### config.mk
export PLATFORM = sky130hd
export DESIGN_NAME = video_timing_ctrl
export DESIGN_NICKNAME = d
export VERILOG_FILES = /design/src/rtl/video_timing_ctrl.sv
export SDC_FILE = /design/constraint.sdc
export NUM_CORES = 1
export LEC_CHECK = 0
export ABC_AREA = 0
export ABC_CLOCK_PERIOD_IN_PS = 7600
export BUFFER_PORTS_ARGS = -buffer_cell sky130_fd_sc_hd__buf_4
export CORE_MARGIN = 2
export CORE_UTILIZATION = 35
export DETAILED_ROUTE_END_ITERATION = 7
export GPL_TIMING_DRIVEN = 1
export HOLD_SLACK_MARGIN = 0.12
export SLEW_MARGIN = 20
export SYNTH_ARGS = -nofsm -noshare
export SYNTH_HDL_FRONTEND = slang
export SYNTH_SLANG_ARGS = --single-unit
### constraint.sdc
create_clock -name pix_clk -period 7.6 [get_ports pix_clk]
set_input_delay 0.38 -clock pix_clk [delete_from_list [all_inputs] [get_ports pix_clk]]
set_output_delay 0.38 -clock pix_clk [all_outputs]
set_load 0.005 [all_outputs]
### src/rtl/video_timing_ctrl.sv
// video_timing_ctrl: programmable raster timing generator.
// Runs horizontal/vertical counters from shadow timing registers and
// registers the pixel coordinates, DE and sync decodes for the TMDS
// encoders. New timing is staged, committed, and applied only on the
// last pixel of a frame so a mode change never tears a frame.
module video_timing_ctrl #(
   parameter int unsigned H_ACTIVE = 1360,
   parameter int unsigned H_FP     = 64,
   parameter int unsigned H_SYNC   = 112,
   parameter int unsigned H_BP     = 256,
   parameter int unsigned V_ACTIVE = 768,
   parameter int unsigned V_FP     = 4,
   parameter int unsigned V_SYNC   = 6,
   parameter int unsigned V_BP     = 17
) (
   input  logic        pix_clk,
   input  logic        rst_n,
   input  logic        en,
   input  logic        cfg_wr,
   input  logic [2:0]  cfg_addr,
   input  logic [12:0] cfg_data,
   input  logic        cfg_commit,
   output logic        cfg_pending,
   output logic        cfg_err,
   output logic [12:0] x,
   output logic [12:0] y,
   output logic        de,
   output logic        hsync,
   output logic        vsync,
   output logic        frame_start,
   output logic        line_start
);

   // Register file index order: 0 H_ACTIVE .. 7 V_BP.
   localparam logic [7:0][12:0] CFG_RST = {
      13'(V_BP), 13'(V_SYNC), 13'(V_FP), 13'(V_ACTIVE),
      13'(H_BP), 13'(H_SYNC), 13'(H_FP), 13'(H_ACTIVE)
   };

   typedef enum logic {ST_OFF = 1'b0, ST_RUN = 1'b1} state_e;

   state_e state_q, state_d;

   logic [12:0]      hcnt_q, hcnt_d;
   logic [12:0]      vcnt_q, vcnt_d;
   logic [7:0][12:0] stg_q, stg_d;
   logic [7:0][12:0] shd_q, shd_d;
   logic             pend_q, pend_d;
   logic             err_q, err_d;

   logic [12:0] x_q, x_d, y_q, y_d;
   logic        de_q, de_d, hs_q, hs_d, vs_q, vs_d, fs_q, fs_d, ls_q, ls_d;

   // Derived timing from the shadow registers.
   logic [12:0] h_tot, v_tot, h_ss, h_se, v_ss, v_se;
   logic        run, h_last, v_last, apply, any_zero;

   assign h_ss  = shd_q[0] + shd_q[1];
   assign h_se  = h_ss + shd_q[2];
   assign h_tot = h_se + shd_q[3];
   assign v_ss  = shd_q[4] + shd_q[5];
   assign v_se  = v_ss + shd_q[6];
   assign v_tot = v_se + shd_q[7];

   // Counters only move while the FSM is in RUN and enable is still high;
   // a low enable in RUN drops straight to OFF on this edge.
   assign run    = (state_q == ST_RUN) && en;
   assign h_last = (hcnt_q == h_tot - 13'd1);
   assign v_last = (vcnt_q == v_tot - 13'd1);

   // Shadow update point: last pixel of a running frame, or any edge in OFF.
   assign apply  = pend_q && ((state_q == ST_OFF) || (run && h_last && v_last));

   // FSM state register.
   always_ff @(posedge pix_clk or negedge rst_n) begin
      if (!rst_n) state_q <= ST_OFF;
      else        state_q <= state_d;
   end

   // FSM next state: enable is the only control.
   always_comb begin
      state_d = state_q;
      case (state_q)
         ST_OFF:  if (en)  state_d = ST_RUN;
         ST_RUN:  if (!en) state_d = ST_OFF;
         default: state_d = ST_OFF;
      endcase
   end

   // Raster counters: h wraps at h_total-1 and carries into v.
   always_comb begin
      hcnt_d = 13'd0;
      vcnt_d = 13'd0;
      if (run) begin
         if (h_last) begin
            hcnt_d = 13'd0;
            vcnt_d = v_last ? 13'd0 : vcnt_q + 13'd1;
         end else begin
            hcnt_d = hcnt_q + 13'd1;
            vcnt_d = vcnt_q;
         end
      end
   end

   // Output decodes from the current counters, registered one edge later.
   always_comb begin
      x_d  = 13'd0;
      y_d  = 13'd0;
      de_d = 1'b0;
      hs_d = 1'b0;
      vs_d = 1'b0;
      fs_d = 1'b0;
      ls_d = 1'b0;
      if (run) begin
         x_d  = hcnt_q;
         y_d  = vcnt_q;
         de_d = (hcnt_q < shd_q[0]) && (vcnt_q < shd_q[4]);
         hs_d = (hcnt_q >= h_ss) && (hcnt_q < h_se);
         vs_d = (vcnt_q >= v_ss) && (vcnt_q < v_se);
         fs_d = (hcnt_q == 13'd0) && (vcnt_q == 13'd0);
         ls_d = (hcnt_q == 13'd0);
      end
   end

   // Any zero field in staging makes a commit illegal.
   always_comb begin
      any_zero = 1'b0;
      for (int i = 0; i < 8; i++) begin
         if (stg_q[i] == 13'd0) any_zero = 1'b1;
      end
   end

   // Staging writes, commit handshake and shadow transfer. The shadow
   // copies the registered staging value, so a write on the apply edge
   // waits for the next commit.
   always_comb begin
      stg_d  = stg_q;
      shd_d  = shd_q;
      pend_d = pend_q;
      err_d  = 1'b0;
      if (cfg_wr) stg_d[cfg_addr] = cfg_data;
      if (apply) begin
         shd_d  = stg_q;
         pend_d = 1'b0;
      end else if (cfg_commit && !pend_q) begin
         if (any_zero) err_d  = 1'b1;
         else          pend_d = 1'b1;
      end
   end

   // Datapath and configuration registers.
   always_ff @(posedge pix_clk or negedge rst_n) begin
      if (!rst_n) begin
         hcnt_q <= 13'd0;
         vcnt_q <= 13'd0;
         stg_q  <= CFG_RST;
         shd_q  <= CFG_RST;
         pend_q <= 1'b0;
         err_q  <= 1'b0;
         x_q    <= 13'd0;
         y_q    <= 13'd0;
         de_q   <= 1'b0;
         hs_q   <= 1'b0;
         vs_q   <= 1'b0;
         fs_q   <= 1'b0;
         ls_q   <= 1'b0;
      end else begin
         hcnt_q <= hcnt_d;
         vcnt_q <= vcnt_d;
         stg_q  <= stg_d;
         shd_q  <= shd_d;
         pend_q <= pend_d;
         err_q  <= err_d;
         x_q    <= x_d;
         y_q    <= y_d;
         de_q   <= de_d;
         hs_q   <= hs_d;
         vs_q   <= vs_d;
         fs_q   <= fs_d;
         ls_q   <= ls_d;
      end
   end

   assign cfg_pending = pend_q;
   assign cfg_err     = err_q;
   assign x           = x_q;
   assign y           = y_q;
   assign de          = de_q;
   assign hsync       = hs_q;
   assign vsync       = vs_q;
   assign frame_start = fs_q;
   assign line_start  = ls_q;

endmodule

==> results of run 1 <==
area by class of cell:
class / instances / area [um2]
clock buffers: 35 / 778
clock inverters: 19 / 312
fillers: 4314 / 27000
inverters: 137 / 514
multi-input cells: 996 / 8590
flip-flops and latches: 268 / 6750
well taps: 600 / 751
repair buffers: 63 / 500
synth_stat cells, drive strengths merged, types with 7 or more instances:
cell	instances
a211oi	11
a21o	46
a21oi	48
and3	41
buf	13
clkbuf	21
dfrtp	236
dfstp	32
ha	170
inv	137
mux2	208
nand2	37
nand2b	10
nand3	16
nand4	22
nor2	70
nor2b	8
nor3	22
nor4	25
o211ai	7
o21a	10
o21ai	47
o21bai	13
xnor2	64
xor2	41
worst register-to-register path, delay by kind of cell (launching register included):
family / cells / cell delay (ns)
AO/OA/AOI/OAI: 9 / 1.78
XOR/XNOR: 3 / 0.74
adder cells (fa/ha/maj): 5 / 1.48
buffers and inverters: 4 / 0.71
flip-flops: 1 / 0.37
multiplexers: 1 / 0.55
AND/OR/NAND/NOR: 5 / 0.77
layer usage:
layer	global-route usage [%]	vias to the layer above	wire length, um
met5	0	-	0
met4	4.70	0	857
met3	2.05	50	1610
met2	26.1	181	16800
met1	23.1	5291	18700
li1	-	5230	-
sequential cells by signal, indices dropped and copies added, names as in the netlist:
register / count
hsync: 1
state_q: 1
line_start: 1
hcnt_q: 13
y: 13
x: 13
cfg_pending: 1
vcnt_q: 13
frame_start: 1
de: 1
shd_q: 104
stg_q: 104
cfg_err: 1
vsync: 1
how the worst min path moves through the flow:
| stage | to | slack (ns) |
|---|---|---|
| after global routing | stg_q[37]$_DFFE_PN0P_ | 0.18 |
| after floorplan | cfg_err$_DFF_PN0_ | 0.08 |
| after detailed placement | shd_q[41]$_DFFE_PN0N_ | 0.49 |
| after CTS | stg_q[50]$_DFFE_PN0P_ | 0.17 |
| final | stg_q[11]$_DFFE_PN0P_ | 0.18 |
| after global placement | shd_q[96]$_DFFE_PN0N_ | 0.49 |
metrics by stage:
| stage | cells | instance area (um2) | setup slack [ns] | hold WS, ns |
|---|---|---|---|---|
| 5_1_grt | 2118 | 18200 | 0.655 | 0.179 |
| 3_3_place_gp | 2061 | 17100 | 1.26 | 0.488 |
| 3_5_place_dp | 2061 | 17100 | 1.16 | 0.493 |
| 2_1_floorplan | 1435 | 16000 | 1.78 | 0.0844 |
| 6_report | 2118 | 18200 | 1.05 | 0.181 |
| 4_1_cts | 2118 | 18200 | 1.11 | 0.169 |
cell usage in the layout, fill, tap and decap left out, types with 8 or more instances in the layout:
| master | count |
|---|---|
| a211oi_1 | 11 |
| a21o_1 | 46 |
| a21oi_1 | 48 |
| and3_1 | 41 |
| buf_4 | 58 |
| bufinv_16 | 8 |
| clkbuf_16 | 29 |
| dfrtp_1 | 236 |
| dfstp_2 | 32 |
| ha_1 | 170 |
| inv_1 | 137 |
| mux2_2 | 208 |
| nand2_1 | 37 |
| nand2b_1 | 10 |
| nand3_1 | 16 |
| nand4_1 | 22 |
| nor2_1 | 70 |
| nor2b_1 | 8 |
| nor3_1 | 20 |
| nor4_1 | 25 |
| o21a_1 | 10 |
| o21ai_0 | 38 |
| o21bai_1 | 13 |
| xnor2_1 | 64 |
| xor2_1 | 41 |
kinds of logic after synthesis:
logic type,after synthesis,synth area share (%)
simple gates,282,9.36
flops,268,42.3
compound gates,222,9.40
mux,209,14.7
fa+ha+maj,177,14.1
buf+inv,171,4.21
xor+xnor,106,5.91
==> reports/metrics.cfg, run 1 <==
[outcome]
status = completed

[yosys]
syn-instance-count = 1435
synth_flop_cell = dfrtp_1
synth_top_area_share_pct = 37.0
synthArstFlopShare_pct = 100
ys_seq_area_share_pct = 42.3
synth_seq_cells = 268
synth_warnings = 0
yosysTopAreaCell = dfrtp_1
syn-cell-area_um2 = 16000
syn_nets = 1632
avgSynthCellArea_um2 = 11.1
synth_edf_count = 0
synth_cell_types = 66
ys_top_cells_by_area = dfrtp_1 (37%), mux2_2 (15%), ha_1 (13%)

[timing]
max_freq_mhz = 153
hold_viol = 0
fin_worst_skew_ns = 0.0276
layout_min_cycle_time_ns = 6.55
fin_setup_tns_ns = 0
setup_viol = 0
fin_crit_sh_pct = 86.1
relSlewSlack_pct = 28.4
rsz0062_at_grt = false
finalMaxSlewViolations = 0
worst_pin_slew_ns = 1.07

[place]
gp_congestion = 0.810
portBuffers = 53
dp_hpwl_mm = 28.1

[die]
initial_utilization_pct = 35.3
io_pins = 54
die_h_um = 218
core.rowCount = 78
core_um2 = 45200
die-width_um = 218
design.die.area_um2 = 47300

[finish]
drive_above_1_share_pct = 24.2
area_delta_synth_final_pct = 13.9
n_antenna_cell = 0
nNetsFinal = 1692
utilization_pct = 40.3

[clock_tree]
path_clk_slew_ns = 0.06
clk-insertion-delay-late_ns = 0.59
cts_tree = yes
cts_made_buffers = 29
clk_root_buffer_cell = clkbuf_16
cts_resized = 0
cts_hold_buf = 3
htreeDepth = 1
cts_sinks = 268
post_cts_buffers = 0
clockBufferDepth = 3

[setup_path]
r2r_start = shd_q[0]$_DFFE_PN0N_
cpLargestDelayFamily = compound AO/OA/AOI/OAI gates
cp-endpoint = shd_q[94]$_DFFE_PN0N_
cp-end-kind = flop
rrSetupSlack_ns = 1.05
reg2reg_depth = 27
r2r_end = shd_q[94]$_DFFE_PN0N_
cp.depth = 27
crit_start = shd_q[0]$_DFFE_PN0N_
crit_buf_inv = 4
worstSetupStartpointType = flop
crit_arrival_ns = 7.00
crit_path_frequent_cell = ha_1
worstSetupPathType = flop to flop
cpPeakStageDelay_ns = 0.44
slowest_stage = buf_12
crit_path_max_fanout = 104
required_ns = 8.05

[min_path]
hold_start = cfg_data[11]
hold_class = primary input to flop
worstHoldPathCells = 2

[routing]
ant_nets = 0
vias = 10800
drt_wl_total_mm = 38.0
wire_per_inst_um = 17.9
via_per_inst = 5.08
first_pass_iters = 4
drc = 0
drt_iter0_drc = 451

[global_route]
grt_max_degree = 106
gr-total-overflow = 0
antenna_found_initial = 0
grt_pass1_wl_mm = 61.0
track_usage_pct = 16.3
grt_pass1_vias = 11100

[flow_run]
drv_cap = 0

Power of run 1 is not shown: default switching activity piles up to over one toggle a cycle in this logic, so the estimate is an artifact.
==> inputs of run 2 (changes only) <==
--- a/config.mk
+++ b/config.mk
@@ -8,7 +8,6 @@
 export ABC_AREA = 0
 export ABC_CLOCK_PERIOD_IN_PS = 7600
 export BUFFER_PORTS_ARGS = -buffer_cell sky130_fd_sc_hd__buf_4
-export CORE_MARGIN = 2
 export CORE_UTILIZATION = 35
 export DETAILED_ROUTE_END_ITERATION = 7
 export GPL_TIMING_DRIVEN = 1
==> reports/metrics.cfg, run 2 (synthesized netlist as in run 1, its figures left out) <==
[timing]
fin_worst_skew_ns = 0.0122  ; -0.0153 ns
fin_ws_ns = 0.955  ; -0.0986 ns
worst_pin_slew_ns = 1.04  ; -0.0334 ns
layout_min_cycle_time_ns = 6.65  ; +0.0986 ns
fin_crit_sh_pct = 87.4  ; +1.3 points
max_freq_mhz = 150  ; -1.5%
hold_viol = 0  ; unchanged
finalMaxSlewViolations = 0  ; unchanged
setup_viol = 0  ; unchanged
rsz0062_at_grt = false
fin_setup_tns_ns = 0  ; unchanged
relSlewSlack_pct = 30.6  ; +2.2 points

[global_route]
grt_max_degree = 159  ; +50%
grt.met2_usage_pct = 26.4  ; +0.33 points
track_usage_pct = 17.0  ; +0.65 points
grt_pass1_wl_mm = 62.3  ; +2.1%
grt-busiest-layer = met2
grt_pass1_vias = 11000  ; -0.51%
antenna_found_initial = 0  ; unchanged
grtUsageMet1_pct = 24.9  ; +1.8 points
gr-total-overflow = 0  ; unchanged
use_met3_pct = 2.13  ; +0.078 points

[routing]
vias = 10800  ; +0.39%
wire_per_inst_um = 18.5  ; +3.3%
drt_wl_total_mm = 39.0  ; +2.7%
ant_nets = 0  ; unchanged
drt_iter0_drc = 613  ; +36%
via_per_inst = 5.13  ; +0.96%
first_pass_iters = 5  ; +1
drc = 0  ; unchanged

[finish]
area_delta_synth_final_pct = 12.8
reg_top3 = shd_q x104, stg_q x104
drive_above_1_share_pct = 23.6  ; -0.66 points
mostFrequentLayoutCell = dfrtp_1
n_antenna_cell = 0  ; unchanged
layout_common_cells = dfrtp_1 (236), mux2_2 (208), ha_1 (170)
nNetsFinal = 1689  ; -0.18%

[setup_path]
worstSetupStartpointType = flop
crit_arrival_ns = 7.08  ; +0.08 ns
crit_path_max_fanout = 104  ; unchanged
required_ns = 8.03  ; -0.02 ns
cp-end-kind = flop
worstSetupPathType = flop to flop

[clock_tree]
cts_tree = yes
post_cts_buffers = 0  ; unchanged
cts_hold_buf = 3  ; unchanged
clk-insertion-delay-late_ns = 0.56  ; -0.03 ns
cts_sinks = 268  ; unchanged
clockBufferDepth = 3  ; unchanged
clk_root_buffer_cell = clkbuf_16
cts_made_buffers = 29  ; unchanged
htreeDepth = 1  ; unchanged
cts_resized = 0  ; unchanged
path_clk_slew_ns = 0.06  ; about the same

[die]
design.die.area_um2 = 46500  ; -1.8%
core_um2 = 44600  ; -1.3%
initial_utilization_pct = 35.8  ; +0.46 points
io_pins = 54  ; unchanged
die-width_um = 216  ; -0.92%
core.rowCount = 77  ; -1.3%
die_h_um = 216  ; -0.92%

[place]
gp_congestion = 0.808  ; -0.26%
dp_slack_ns = 1.01  ; -0.148 ns
portBuffers = 53  ; unchanged
dp_hpwl_mm = 29.4  ; +4.6%

[min_path]
hold_class = primary input to flop

[flow_run]
drv_cap = 0  ; unchanged

[outcome]
status = completed

## run 2: path summary, 6_finish.rpt
path,from,endpoint,slack [ns],cells past startpoint
max in group asynchronous,rst_n,hsync$_DFF_PN0_,5.75,3
min in group asynchronous,rst_n,stg_q[66]$_DFFE_PN0P_,0.45,2
setup / recovery,shd_q[53]$_DFFE_PN0N_,shd_q[102]$_DFFE_PN0N_,0.95,25
setup reg to reg,shd_q[53]$_DFFE_PN0N_,shd_q[102]$_DFFE_PN0N_,0.95,25
hold / removal,cfg_data[10],stg_q[23]$_DFFE_PN0P_,0.18,2
hold reg to reg,shd_q[40]$_DFFE_PN0N_,shd_q[40]$_DFFE_PN0N_,0.51,1
## run 2: stage by stage
| stage | cells | util [%] | area [um2] | hold slack (ns) |
|---|---|---|---|---|
| after global routing | 2106 | 40.4 | 18000 | 0.170 |
| after floorplan | 1435 | - | 16000 | 0.0844 |
| after detailed placement | 2050 | 38.2 | 17100 | 0.499 |
| final | 2106 | 40.4 | 18000 | 0.183 |
| after global placement | 2050 | 38.2 | 17000 | 0.490 |
| after CTS | 2106 | 40.4 | 18000 | 0.164 |
## run 2: critical path: stages (launching register included)
cell and delay (ns):
dfrtp_1 0.43, ha_1 0.31, a21o_1 0.15, a21oi_1 0.22
o21bai_1 0.11, a21oi_1 0.24, nor2b_1 0.08, o21a_1 0.18
nor2_1 0.12, xnor2_1 0.11, ha_1 0.22, or3_1 0.32
o32ai_1 0.43, xnor2_1 0.17, ha_1 0.30, inv_1 0.04
ha_1 0.34, a21o_1 0.21, a2111oi_0 0.39, a22oi_1 0.22
or4_1 0.44, nand3_1 0.15, xnor2_1 0.16, a31oi_4 0.20
buf_12 0.39, mux2_2 0.41
## run 2: layer usage
layer | vias up | part of all wire (%)
met2 | 165 | 43
met5 | - | 0
met1 | 5345 | 51
li1 | 5244 | -
met3 | 40 | 3.8
met4 | 0 | 1.9
## run 2: final cells by class
| class | count | area (um2) |
|---|---|---|
| well taps | 592 | 741 |
| flip-flops and latches | 268 | 6750 |
| clock buffers | 45 | 846 |
| inverters | 137 | 514 |
| repair buffers | 60 | 490 |
| clock inverters | 8 | 78.8 |
| multi-input cells | 996 | 8590 |
| fillers | 4305 | 26600 |
Power of run 2 is left out for the same reason.
==> inputs of run 3 (changes only) <==
--- a/config.mk
+++ b/config.mk
@@ -8,6 +8,7 @@
 export ABC_AREA = 0
 export ABC_CLOCK_PERIOD_IN_PS = 7600
 export BUFFER_PORTS_ARGS = -buffer_cell sky130_fd_sc_hd__buf_4
+export CORE_ASPECT_RATIO = 0.7
 export CORE_UTILIZATION = 35
 export DETAILED_ROUTE_END_ITERATION = 7
 export GPL_TIMING_DRIVEN = 1
==> reports/metrics.cfg, run 3 (synthesized netlist as in run 1, its figures left out) <==
[timing]
fin_setup_tns_ns = 0  ; unchanged
fin_ws_ns = 0.743  ; -0.212 ns
layout_min_cycle_time_ns = 6.86  ; +0.212 ns
fin_crit_sh_pct = 90.2  ; +2.8 points
max_freq_mhz = 146  ; -3.1%
setup_viol = 0  ; unchanged
hold_viol = 0  ; unchanged
fin_worst_skew_ns = 0.0165  ; +0.00423 ns
finalMaxSlewViolations = 0  ; unchanged
relSlewSlack_pct = 32.6  ; +2.1 points
worst_pin_slew_ns = 1.01  ; -0.0285 ns
hold_ws_ns = 0.141  ; -0.0420 ns
rsz0062_at_grt = false

[die]
die_h_um = 181  ; -16%
initial_utilization_pct = 35.4  ; -0.36 points
core.rowCount = 65  ; -16%
die-width_um = 257  ; +19%
design.die.area_um2 = 46500  ; about the same
io_pins = 54  ; unchanged
core_um2 = 45100  ; +1.0%

[global_route]
gr-total-overflow = 0  ; unchanged
track_usage_pct = 17.6  ; +0.67 points
grt_max_degree = 168  ; +5.7%
grt_pass1_wl_mm = 63.6  ; +2.2%
antenna_found_initial = 1  ; +1
grt_pass1_vias = 10500  ; -4.4%

[setup_path]
required_ns = 8.06  ; +0.03 ns
crit_start = shd_q[53]$_DFFE_PN0N_
crit_path_frequent_cell = ha_1
cpLargestDelayFamily = compound AO/OA/AOI/OAI gates
cpPeakStageDelay_ns = 0.71  ; +0.27 ns
cp.depth = 25  ; unchanged
crit_path_max_fanout = 18  ; -83%
worstSetupPathType = flop to flop
slowest_stage = a31oi_4
reg2reg_depth = 25  ; unchanged
cp-end-kind = flop
crit_buf_inv = 2  ; unchanged
r2r_start = shd_q[53]$_DFFE_PN0N_
crit_arrival_ns = 7.31  ; +0.23 ns
worstSetupStartpointType = flop

[clock_tree]
cts_made_buffers = 27  ; -6.9%
clk_root_buffer_cell = clkbuf_16
clk-insertion-delay-late_ns = 0.58  ; +0.02 ns
cts_resized = 0  ; unchanged
cts_tree = yes
clockBufferDepth = 3  ; unchanged
post_cts_buffers = 0  ; unchanged
cts_hold_buf = 3  ; unchanged
path_clk_slew_ns = 0.07  ; about the same
cts_sinks = 268  ; unchanged
htreeDepth = 1  ; unchanged

[finish]
area_delta_synth_final_pct = 13.3
mostFrequentLayoutCell = dfrtp_1
drive_above_1_share_pct = 24.1  ; +0.56 points
nNetsFinal = 1692  ; +0.18%
reg_top3 = shd_q x104, stg_q x104
layout_common_cells = dfrtp_1 (236), mux2_2 (208), ha_1 (170)

[min_path]
hold_start = cfg_data[10]
hold_class = primary input to flop
worstHoldPathCells = 2  ; unchanged

[routing]
ant_nets = 0  ; unchanged
drt_wl_total_mm = 40.7  ; +4.5%
wire_per_inst_um = 19.2  ; +3.8%
first_pass_iters = 5  ; unchanged
drt_iter0_drc = 672  ; +9.6%
drc = 0  ; unchanged
vias = 10900  ; +0.99%
via_per_inst = 5.14  ; +0.32%

[place]
portBuffers = 53  ; unchanged
dp_slack_ns = 0.856  ; -0.152 ns
gp_congestion = 0.841  ; +4.1%
dp_hpwl_mm = 31.3  ; +6.8%

[outcome]
status = completed

[flow_run]
drv_cap = 0  ; unchanged

==> run 3: changes by cell type in the layout (fill, tap and decap cells not counted), sizes merged <==
cell,before,now
bufinv,1,2
clkinvlp,1,2
inv,138,140
clkinv,5,7
diode,0,1
buf,57,62
clkbuf,45,36
==> run 3: area by class of cell <==
cell class / count / area, um2
clock buffers: 36 / 769
repair buffers: 65 / 553
fillers: 4315 / 27000
clock inverters: 14 / 148
well taps: 603 / 754
diodes: 1 / 2.50
multi-input cells: 996 / 8600
flip-flops and latches: 268 / 6750
inverters: 137 / 514
==> run 3: final timing paths <==
check / to / slack, ns
max reg2reg: shd_q[102]$_DFFE_PN0N_ / 0.74
min in group asynchronous: vcnt_q[7]$_DFFE_PN0P_ / 0.44
min reg2reg: shd_q[43]$_DFFE_PN0N_ / 0.52
min: stg_q[49]$_DFFE_PN0P_ / 0.14
max: shd_q[102]$_DFFE_PN0N_ / 0.74
max in group asynchronous: stg_q[63]$_DFFE_PN0P_ / 5.76
==> run 3: per-stage QoR <==
stage / std cells / utilization, % / cell area [um2]
global route: 2119 / 40.1 / 18100
global placement: 2066 / 38.0 / 17100
CTS: 2119 / 40.1 / 18100
finish: 2120 / 40.2 / 18100
detailed placement: 2066 / 38.0 / 17100
floorplan: 1435 / - / 16000
==> run 3: layer usage <==
metal,global-route usage (%),up-vias,wire (um)
li1,-,5242,-
met1,31.0,5379,23600
met2,21.3,235,14400
met3,3.06,43,2190
met4,2.74,2,521
met5,0,-,13
Power of run 3 is left out for the same reason.
